File: src/rtl/bounce_shift_pkg.sv
// rtl/bounce_shift_pkg.sv - shared constants for the bouncing shift pattern generator
// Purpose: mode encodings and direction constant used by the generator and its bench.
// Ports: none (package).
package bounce_shift_pkg;

  localparam logic [1:0] MODE_BOUNCE = 2'b00;
  localparam logic [1:0] MODE_ROTL   = 2'b01;
  localparam logic [1:0] MODE_ROTR   = 2'b10;
  localparam logic [1:0] MODE_HOLD   = 2'b11;

  localparam logic DIR_UP = 1'b1;

endpackage

File: src/rtl/bounce_shift_gen_if.sv
// rtl/bounce_shift_gen_if.sv - control/pattern bundle between controller and generator
// Purpose: groups the step controls and the pattern/event outputs.
// Ports:
//   en, clr, mode          controller -> generator
//   counter, dir, edge_hit generator -> controller
interface bounce_shift_gen_if #(
  parameter int WIDTH = 8
);
  logic             en;
  logic             clr;
  logic [1:0]       mode;
  logic [WIDTH-1:0] counter;
  logic             dir;
  logic             edge_hit;

  modport master (
    output en, clr, mode,
    input  counter, dir, edge_hit
  );

  modport slave (
    input  en, clr, mode,
    output counter, dir, edge_hit
  );
endinterface

File: src/rtl/bounce_shift_gen_step_prescaler.sv
// rtl/bounce_shift_gen_step_prescaler.sv - divides enabled cycles into step strobes
// Purpose: counts cycles while run is high and raises step on every PRESCALE-th one.
// Ports:
//   clk    in  clock, rising edge
//   reset  in  asynchronous active-low reset
//   clr    in  synchronous restart of the count
//   run    in  count enable (en && mode != hold)
//   step   out combinational strobe, high on the last cycle of each prescale period
module step_prescaler #(
  parameter int PRESCALE = 1
) (
  input  logic clk,
  input  logic reset,
  input  logic clr,
  input  logic run,
  output logic step
);

  localparam int TW = (PRESCALE > 1) ? $clog2(PRESCALE) : 1;
  localparam logic [TW-1:0] LAST = TW'(PRESCALE - 1);

  logic [TW-1:0] tick;

  // With PRESCALE=1 LAST is 0 and tick never leaves 0, so step follows run.
  assign step = run && (tick == LAST);

  always_ff @(posedge clk or negedge reset) begin
    if (!reset) begin
      tick <= '0;
    end else if (clr) begin
      tick <= '0;
    end else if (run) begin
      tick <= step ? '0 : tick + TW'(1);
    end
  end

endmodule

File: src/rtl/bounce_shift_gen.sv
// rtl/bounce_shift_gen.sv - walking ones-group pattern generator (bounce/rotate/hold)
// Purpose: moves a group of TAIL ones across a WIDTH-bit vector at a prescaled rate.
// Ports:
//   clk    in  clock, rising edge
//   reset  in  asynchronous active-low reset
//   bus    slave side of bounce_shift_gen_if:
//          en/clr/mode in; counter/dir/edge_hit out, all registered
module bounce_shift_gen
  import bounce_shift_pkg::*;
#(
  parameter int WIDTH    = 8,
  parameter int TAIL     = 1,
  parameter int PRESCALE = 1
) (
  input  logic              clk,
  input  logic              reset,
  bounce_shift_gen_if.slave bus
);

  localparam int POS_W = $clog2(WIDTH);
  localparam logic [POS_W-1:0] MAXP  = POS_W'(WIDTH - TAIL);
  localparam logic [POS_W-1:0] LASTP = POS_W'(WIDTH - 1);
  localparam logic [WIDTH-1:0] BASE  = {{(WIDTH-TAIL){1'b0}}, {TAIL{1'b1}}};

  logic [POS_W-1:0] pos;
  logic             dir;
  logic [WIDTH-1:0] counter;
  logic             edge_hit;

  logic [POS_W-1:0] nxt_pos;
  logic             nxt_dir;
  logic             nxt_hit;
  logic             run;
  logic             step;

  // Rotate-left of the base group: the upper half of the doubled word
  // picks up the bits that spill past the MSB.
  function automatic logic [WIDTH-1:0] pattern(input logic [POS_W-1:0] p);
    logic [2*WIDTH-1:0] d;
    d = {BASE, BASE} << p;
    return d[2*WIDTH-1:WIDTH];
  endfunction

  assign run = bus.en && (bus.mode != MODE_HOLD);

  step_prescaler #(
    .PRESCALE (PRESCALE)
  ) u_prescaler (
    .clk   (clk),
    .reset (reset),
    .clr   (bus.clr),
    .run   (run),
    .step  (step)
  );

  always_comb begin
    nxt_pos = pos;
    nxt_dir = dir;
    nxt_hit = 1'b0;
    case (bus.mode)
      MODE_BOUNCE: begin
        // Arriving from a rotate mode can leave pos at or beyond the top
        // end while still heading up; fold back to the end and turn.
        if (pos > MAXP || (dir == DIR_UP && pos == MAXP)) begin
          nxt_pos = MAXP;
          nxt_dir = ~DIR_UP;
          nxt_hit = 1'b1;
        end else if (dir != DIR_UP && pos == '0) begin
          nxt_dir = DIR_UP;
          nxt_hit = 1'b1;
        end else if (dir == DIR_UP) begin
          nxt_pos = pos + POS_W'(1);
          if (nxt_pos == MAXP) begin
            nxt_dir = ~DIR_UP;
            nxt_hit = 1'b1;
          end
        end else begin
          nxt_pos = pos - POS_W'(1);
          if (nxt_pos == '0) begin
            nxt_dir = DIR_UP;
            nxt_hit = 1'b1;
          end
        end
      end
      MODE_ROTL: begin
        nxt_dir = DIR_UP;
        if (pos == LASTP) begin
          nxt_pos = '0;
          nxt_hit = 1'b1;
        end else begin
          nxt_pos = pos + POS_W'(1);
        end
      end
      MODE_ROTR: begin
        nxt_dir = ~DIR_UP;
        if (pos == '0) begin
          nxt_pos = LASTP;
          nxt_hit = 1'b1;
        end else begin
          nxt_pos = pos - POS_W'(1);
        end
      end
      default: begin
        nxt_pos = pos;
        nxt_dir = dir;
        nxt_hit = 1'b0;
      end
    endcase
  end

  always_ff @(posedge clk or negedge reset) begin
    if (!reset) begin
      pos      <= '0;
      dir      <= DIR_UP;
      counter  <= BASE;
      edge_hit <= 1'b0;
    end else if (bus.clr) begin
      pos      <= '0;
      dir      <= DIR_UP;
      counter  <= BASE;
      edge_hit <= 1'b0;
    end else if (step) begin
      pos      <= nxt_pos;
      dir      <= nxt_dir;
      counter  <= pattern(nxt_pos);
      edge_hit <= nxt_hit;
    end else begin
      edge_hit <= 1'b0;
    end
  end

  assign bus.counter  = counter;
  assign bus.dir      = dir;
  assign bus.edge_hit = edge_hit;

endmodule

File: src/flat_wrapper.sv
// flat-port wrapper written by rule: the top's interface ports become plain ports
module bounce_shift_gen_flat import bounce_shift_pkg::*;
#(
  parameter int WIDTH    = 8,
  parameter int TAIL     = 1,
  parameter int PRESCALE = 1
)
  (clk, reset, bus_en, bus_clr, bus_mode, bus_counter, bus_dir, bus_edge_hit);
  bounce_shift_gen_if #(.WIDTH(WIDTH)) bus_i ();
  input  logic clk;
  input  logic reset;
  input wire logic [$bits(bus_i.en)-1:0] bus_en;
  input wire logic [$bits(bus_i.clr)-1:0] bus_clr;
  input wire logic [$bits(bus_i.mode)-1:0] bus_mode;
  output wire logic [$bits(bus_i.counter)-1:0] bus_counter;
  output wire logic [$bits(bus_i.dir)-1:0] bus_dir;
  output wire logic [$bits(bus_i.edge_hit)-1:0] bus_edge_hit;
  assign bus_i.en = bus_en;
  assign bus_i.clr = bus_clr;
  assign bus_i.mode = bus_mode;
  assign bus_counter = bus_i.counter;
  assign bus_dir = bus_i.dir;
  assign bus_edge_hit = bus_i.edge_hit;
  bounce_shift_gen #(.WIDTH(WIDTH), .TAIL(TAIL), .PRESCALE(PRESCALE)) u_core (.clk(clk), .reset(reset), .bus(bus_i));
endmodule
File: config.mk
export PLATFORM = sky130hd
export DESIGN_NAME = bounce_shift_gen_flat
export DESIGN_NICKNAME = d
export VERILOG_FILES = /design/src/rtl/bounce_shift_pkg.sv /design/src/rtl/bounce_shift_gen_if.sv /design/src/rtl/bounce_shift_gen_step_prescaler.sv /design/src/rtl/bounce_shift_gen.sv /design/src/flat_wrapper.sv
export SDC_FILE = /design/constraint.sdc
export NUM_CORES = 1
export LEC_CHECK = 0
export CAP_MARGIN = 20
export CORE_ASPECT_RATIO = 0.75
export CORE_MARGIN = 4
export CORE_UTILIZATION = 50
export DETAILED_ROUTE_END_ITERATION = 12
export GPL_TIMING_DRIVEN = 0
export PLACE_DENSITY = 0.77
export SLEW_MARGIN = 20
export SYNTH_ARGS = -nofsm -noshare
export SYNTH_HDL_FRONTEND = slang
export SYNTH_SLANG_ARGS = --single-unit
export TNS_END_PERCENT = 10
File: constraint.sdc
create_clock -name clk -period 5.1 [get_ports clk]
set_clock_uncertainty 0.2 [all_clocks]
set_input_delay 1.275 -clock clk [delete_from_list [all_inputs] [get_ports clk]]
set_output_delay 1.275 -clock clk [all_outputs]
set_load 0.01 [all_outputs]
**After elaboration in Yosys (flattened, before gate mapping)**

Index checks and enable logic that the tools add are counted.

- Add/sub/neg operators: 3
- $lt $le $gt $ge: 1
- Equality and inequality tests: 5
- Shifts and indexed selects: 1
- Muxes and demuxes: 30
- Bitwise gates (word level): 2
- Reductions and logical operators: 12

Operators by type and width:

| operator | count |
|---|---|
| two-way mux 3 bit | 7 |
| two-way mux 1 bit | 18 |
| two-way mux 8 bit | 2 |
| left shift 9 x 3 -> 16 bit (first input constant) | 1 |
| case mux 3 bit (3 select lines) | 1 |
| equality test 3 bit (second input constant) | 2 |
| logical NOT 3 bit | 2 |
| case mux 1 bit (3 select lines) | 2 |
| logical AND 1 bit | 4 |
| nonzero test 2 bit | 2 |
| nonzero test 4 bit | 1 |
| adder 3 x 1 -> 3 bit (second input constant) | 1 |
| > comparator 3 bit (second input constant) | 1 |
| subtractor 3 x 1 -> 3 bit (second input constant) | 1 |
| equality test 2 x 1 -> 1 bit (second input constant) | 1 |
| equality test 2 bit (second input constant) | 1 |
| logical NOT 2 bit | 1 |
| inequality test 2 bit (second input constant) | 1 |
| NOT 1 bit | 2 |
| AND reduction 2 bit | 1 |
| adder 1 bit (second input constant) | 1 |
| logical OR 1 bit | 1 |

- Flip-flop bits (word level): 14
- Input port bits: 6
- Output and inout port bits: 10
- Logic and storage cells: 59

**Depth between registers and ports, before layout**

Gate-level depths: netlist of run 1.

- Depth in word-level cells: 9
- Depth in mapped cells: 7

**Modules after synthesis**

A second synthesis of run 1 with hierarchy kept.

- Cells, all modules: 119
- Area, all modules: 1202.4 um^2

Modules (own cells, without submodules):

| module | instances | cells an instance | area an instance (um^2) | sequential area each (um^2) |
|---|---|---|---|---|
| bounce_shift_gen | 1 | 116 | 1156.1 | 327.8 |
| step_prescaler | 1 | 3 | 46.3 | 25.0 |

**Worst setup path after synthesis of run 1**

OpenSTA, ideal clock, no wires.

- Path type: input-to-reg
- From: input bus_mode[0]
- To: register u_core.counter[7] (netlist: u_core.bus.counter[7])
- Library setup time: 0.122 ns
- Arrival time: 2.520 ns
- Data required time: 4.778 ns
- Path slack: 2.259 ns
- Stages on the path: 6
- Path through: inv_1 ha_1 a21o_1 a221o_1 nand2b_1 a32o_1

- Word-level cells in the longest chain between the ends: 5

Ends and longest elaborated chain:

| element | line | RTL |
|---|---|---|
| from (decl) | flat_wrapper.sv:14 | `input wire logic [$bits(bus_i.mode)-1:0] bus_mode;` |
| equality test 2 bit (tied with other cells) | bounce_shift_gen.sv:60 | `case (bus.mode)` |
| case mux 3 bit (3 select lines) | bounce_shift_gen.sv:60 |  |
| left shift 9 x 3 -> 16 bit | bounce_shift_gen.sv:40 | `d = {BASE, BASE} << p;` |
| two-way mux 8 bit | bounce_shift_gen.sv:122 | `end else if (step) begin` |
| two-way mux 8 bit | bounce_shift_gen.sv:117 | `end else if (bus.clr) begin` |
| to (signal assigned) | bounce_shift_gen.sv:125 | `counter <= pattern(nxt_pos);` |
| to (decl) | bounce_shift_gen.sv:27 | `logic [WIDTH-1:0] counter;` |

Parallel ways exist; a longest one is shown, timed or not. The select of a mux whose other input is x is not followed.
A chain may end at the register's enable or synchronous reset.

**Worst setup path in the final report of run 1**

Same ends and word-level chain as after synthesis.

==> impl_metrics.yaml, run 1 <==
placed_design:
  io_buffers: 15
  gp_congestion: 0.919
  place_hpwl_um: 1940
worst_hold_path:
  hold_depth: 2
  min_path_type: "flop to flop"
  hold_path.startpoint: "u_core.bus.counter[1]$_DFFE_PN0P_"
  hold_path_end: "u_core.bus.counter[1]$_DFFE_PN0P_"
clocking:
  h-tree-depth: 1
  cts_sinks: 14
  cts_buffers: 3
  tritoncts: "built"
  clk_latency_ps: 280
  clockRootBuffer: "clkbuf_4"
  path_clk_slew_ps: 90
  post_cts_buffers: 0
  postCtsResizedCells: 0
  ctsHoldBuffers: 0
  clockBufferDepth: 2
finish:
  ff_latch_area_sq_um: 353
  utilization_pct: 63.2
  multi_input_area_sq_um: 646
  mostFrequentLayoutCells: "clkdlybuf4s50_1, dfrtp_1, ha_1"
  final_common_cell: "clkdlybuf4s50_1"
  antenna_cells: 0
  drive_above_1_share_pct: 10.6
  fillers: 172
  nets: 150
  area_delta_synth_final_pct: 19.6
power_and_ir_drop:
  ir_drop_mv: 0.169
  powerDensity_mw_per_mm2: 220
  leakage_nw: 0.584
  p_total_w: 0.000277
sta:
  max_freq_mhz: 291
  hold_viol: 0
  slew_violations: 0
  slew_headroom_pct: 57.7
  tightest_slew_ps: 632
  min_period_over_period_pct: 67.3
  setup_viol: 0
  fin_crit_ps: 3430
  grt_setup_unrepaired: "false"
  fin_setup_tns_ps: 0
floorplanning:
  ios: 16
  die_w_um: 61.0
  core_area_sq_mm: 0.00200
  fp.dieH_um: 47.8
  start_util_pct: 52.8
  die_area_sq_mm: 0.00292
  row_count: 14
routing:
  drtAntennaViolNets: 0
  wl_met1_um: 1130
  drc: 0
  routed_wl_um: 2450
  via_per_inst: 6.16
  vias: 961
  drtPass1Iterations: 4
  drt_iter0_markers: 33
  highest_layer: "met4"
  routedWlPerCell_um: 15.7
  wl_met2_um: 1080
  dr_wl_met3_um: 222
global_routing:
  track_usage_pct: 19.0
  grt_pass1_wl_um: 4080
  grt-ovfl-total: 0
  antenna_found_initial: 0
  grt_pass1_vias: 871
  grt_max_degree: 15
worst_setup_path:
  path_max_fanout: 9
  regToRegStartpoint: "u_core.pos[0]$_DFFE_PN0P_"
  worstRegToRegCells: 7
  rrSetupSlack_ps: 2510
  crit_path_start: "bus_mode[0]"
  worstPathCellList: "clkdlybuf4s50_1, ha_1, clkbuf_1, nand2b_1, nor2_1, nand2_1, a21oi_1, a32o_1"
  max_stage_delay_ps: 450
  cp_slowest_cell: "clkdlybuf4s50_1"
  end_kind: "flop"
  worstSetupPathType: "input port to flop"
  r2r_end: "u_core.bus.counter[7]$_DFFE_PN0P_"
  arrival_ps: 3440
  cp-start-kind: "input port"
  cp_data_required_time_ps: 5110
outcome:
  outcome: "completed"
synthesis:
  syn_nets: 130
  ys_types: 40
  synth_edf_count: 0
  syn-cell-area_sq_mm: 0.00105
  ys.flop_type: "dfrtp_1"
  syn_avg_cell_area_sq_um: 9.33
  yosys_warnings: 0
  syn_inst: 113
  postSynth.asyncResetShare_pct: 100
  synth.yosys.seq_area_share_pct: 33.5
  synth_seq_cells: 14
job:
  maxCapViolations: 0
cells in the mapped netlist (2+ instances only):
cell type	instances	area [sq um]
nand3_1	4	20.0
a221o_1	2	20.0
nand2_1	7	26.3
and3_1	2	12.5
a211oi_1	3	22.5
nor2_1	6	22.5
a21o_1	2	15.0
nand2b_1	2	12.5
a22o_1	3	26.3
and2b_1	2	15.0
o31ai_1	5	37.5
inv_1	10	37.5
a32o_1	4	40.0
dfstp_2	2	52.6
nor3_1	2	10.0
a21oi_1	6	30.0
or2_2	2	12.5
a22oi_1	2	15.0
o21ai_1	2	10.0
o21ai_0	3	15.0
ha_1	11	138
dfrtp_1	12	300
clkbuf_1	2	7.51
stage by stage:
step / worst slack (ps) / cell area, sq um / std cells / hold WS, ps
after CTS: 1720 / 1260 / 156 / 295
after global routing: 1580 / 1260 / 156 / 306
after global placement: 1480 / 1230 / 152 / 264
after detailed placement: 1420 / 1230 / 152 / 274
final: 1670 / 1260 / 156 / 286
after floorplan: 2260 / 1050 / 113 / 299
registers in the layout, summed over array words and instances (netlist names):
register and cells:
u_core.bus.counter 8, u_core.pos 3, u_core.u_prescaler.tick 1, u_core.bus.dir 1, u_core.bus.edge_hit 1
report_power, final:
group | leakage [nW] | internal [W] | switching, W
registers | 0.185 | 0.000118 | 0.00000557
logic | 0.383 | 0.0000380 | 0.0000504
clock network | 0.0150 | 0.0000303 | 0.0000350
worst max-delay path by stage:
| stage | endpoint | slack [ps] | depth (start not counted) |
|---|---|---|---|
| floorplan | u_core.bus.counter[7]$_DFFE_PN0P_ | 2260 | 6 |
| global route | u_core.bus.counter[2]$_DFFE_PN0P_ | 1580 | 8 |
| global placement | u_core.bus.counter[6]$_DFFE_PN0P_ | 1480 | 8 |
| CTS | u_core.bus.counter[6]$_DFFE_PN0P_ | 1720 | 8 |
| finish | u_core.bus.counter[7]$_DFFE_PN0P_ | 1670 | 8 |
| detailed placement | u_core.bus.counter[6]$_DFFE_PN0P_ | 1420 | 8 |
area by class of cell:
class                   count  share of cell area [%]
plain buffers               3                    1.49
multi-input cells          86                    51.2
inverters                  10                    2.98
clock buffers               4                    2.08
repair buffers             15                    11.9
flip-flops and latches     14                    28.0
well taps                  24                    2.38
kinds of logic after synthesis:
logic type               count (synthesis)  share of synthesized area, %
AO/OA/AOI/OAI                           39                          28.1
adder cells (fa/ha/maj)                 11                          13.0
buffers and inverters                   13                          5.34
flip-flops                              14                          33.5
multiplexers                             1                         0.949
AND/OR/NAND/NOR                         35                          19.1
critical path, delay by kind of cell:
kind                     cells  cell delay (ps)
AND/OR/NAND/NOR              3              850
adder cells (fa/ha/maj)      1              210
AO/OA/AOI/OAI                2              450
buffers and inverters        2              660
layer usage:
layer  global-route usage, %  up-vias
met1                    26.7      451
met4                    3.46        0
met5                       0        -
li1                        -      464
met3                    6.74        2
met2                    28.5       44
No activity file was read; power rests on OpenSTA's default activity.
==> run 2: changes to the inputs <==
Settings changed: CORE_UTILIZATION 50 to 48.
Clock period 5.1 ns to 3.03 ns, I/O delays scaled along.
==> run 2 against run 1 <==
  * Final cell count stayed put
  * Flip-flop and latch count unchanged
  * Combinational power rose by 67%
  * Non-clock buffer count is the same
  * Critical path depth unchanged
  * Global-route usage fell by 2.4 points
  * Critical path type unchanged
  * Largest cell class unchanged
==> impl_metrics.yaml, run 2 (synthesized netlist as in run 1, its figures left out) <==
power_and_ir_drop:
  leakage_nw: 0.584
  p_seq_share_pct: 44.7
  switching_share_pct: 32.7
  pwr-share-clk_pct: 23.5
  ir_drop_mv: 0.265
  p_total_w: 0.000466
  switchingPower_w: 0.000152
  powerDensity_mw_per_mm2: 369
  p_int_w: 0.000313
  combPwrFrac_pct: 31.8
sta:
  fin_crit_ps: 2800
  min_period_over_period_pct: 92.2
  hold_viol: 0
  slew_violations: 0
  setup_viol: 0
  grt_setup_unrepaired: "false"
  worst_slack_ps: 235
  holdWs_ps: 296
  slew_headroom_pct: 60.0
  max_freq_mhz: 358
  tightest_slew_ps: 598
clocking:
  path_clk_slew_ps: 80
  clockBufferDepth: 2
  clockRootBuffer: "clkbuf_4"
  postCtsResizedCells: 0
  tritoncts: "built"
  clk_latency_ps: 290
  h-tree-depth: 1
  ctsHoldBuffers: 0
  cts_buffers: 3
  post_cts_buffers: 0
  cts_sinks: 14
finish:
  final_common_cell: "clkdlybuf4s50_1"
  area_delta_synth_final_pct: 19.6
  fillers: 179
  top_register: "u_core.bus.counter"
  drive_above_1_share_pct: 10.6
  antenna_cells: 0
  reg_top3: "u_core.bus.counter: 8 flops, u_core.pos: 3 flops"
  final_area_sq_mm: 0.00126
  largest_register_ff_count: 8
  nets: 150
  mostFrequentLayoutCells: "clkdlybuf4s50_1, dfrtp_1, ha_1"
global_routing:
  grt-busiest-layer: "met2"
  use_met2_pct: 24.8
  grt-ovfl-total: 0
  grt_max_degree: 15
  grt_pass1_vias: 844
  grt_pass1_wl_um: 4060
  use_met3_pct: 5.56
  track_usage_pct: 16.6
  antenna_found_initial: 0
  gr-usage-met1_pct: 23.2
placed_design:
  place_hpwl_um: 1890
  gp_congestion: 0.887
  dp_slack_ps: -56.6
  dpl_cell_area_sq_mm: 0.00123
  io_buffers: 15
floorplanning:
  core_area_sq_mm: 0.00205
  die_w_um: 62.1
  die_area_sq_mm: 0.00302
  fp.dieH_um: 48.6
  start_util_pct: 51.5
  ios: 16
  row_count: 14
worst_setup_path:
  path_max_fanout: 9
  end_kind: "flop"
  arrival_ps: 2830
  cp_data_required_time_ps: 3060
  worstSetupPathType: "input port to flop"
  crit_path_start: "bus_mode[0]"
  cp-start-kind: "input port"
  regToRegStartpoint: "u_core.pos[0]$_DFFE_PN0P_"
routing:
  drtPass1Iterations: 4
  vias: 948
  routed_wl_um: 2380
  via_per_inst: 6.08
  drc: 0
  drtAntennaViolNets: 0
  routedWlPerCell_um: 15.3
  drt_iter0_markers: 42
outcome:
  outcome: "completed"
worst_hold_path:
  hold_path.startpoint: "u_core.bus.counter[1]$_DFFE_PN0P_"
  min_path_type: "flop to flop"
job:
  maxCapViolations: 0
## run 2: critical path, stage by stage
cell and delay [ps]:
clkdlybuf4s50_1 450, ha_1 210, clkbuf_1 200, nand2b_1 210
nor2_1 380, nand2_1 190, nor3_2 250, a32o_1 180
## run 2: area by class of cell
class	count	area [sq um]	area share, %
buffer	3	18.8	1.49
tap	24	30.0	2.38
clock buffer	4	26.3	2.08
timing repair buffer	15	150	11.9
multi-input combinational	86	646	51.2
sequential	14	353	28.0
inverter	10	37.5	2.98
## run 2: power by group through the flow
stage                     sequential (W)  clock, W  combinational, W
after floorplan                 0.000212         0         0.0000972
after global placement          0.000211         0          0.000144
after detailed placement        0.000211         0          0.000146
after CTS                       0.000208  0.000115          0.000147
after global routing            0.000209  0.000127          0.000163
final                           0.000208  0.000110          0.000148
## run 2: final timing paths
path	endpoint	cells past startpoint	slack (ps)
max	u_core.bus.counter[6]$_DFFE_PN0P_	8	230
min reg2reg	u_core.bus.counter[1]$_DFFE_PN0P_	2	300
max in group asynchronous	u_core.pos[1]$_DFFE_PN0P_	1	1590
max reg2reg	u_core.bus.counter[7]$_DFFE_PN0P_	7	500
min in group asynchronous	u_core.bus.edge_hit$_DFF_PN0_	1	640
min	u_core.bus.counter[1]$_DFFE_PN0P_	2	300
## run 2: through the flow
| step | utilization [%] | std cells | setup TNS, ps |
|---|---|---|---|
| floorplan | - | 113 | 0 |
| global placement | 60.3 | 152 | -158 |
| detailed placement | 60.3 | 152 | -124 |
| CTS | 61.5 | 156 | 0 |
| global route | 61.5 | 156 | 0 |
| finish | 61.5 | 156 | 0 |
## run 2: per-layer routing
| metal | part of all wire [%] | up-vias |
|---|---|---|
| met5 | 0 | - |
| met2 | 44 | 29 |
| li1 | - | 464 |
| met1 | 48 | 453 |
| met4 | 0.50 | 0 |
| met3 | 7.5 | 2 |
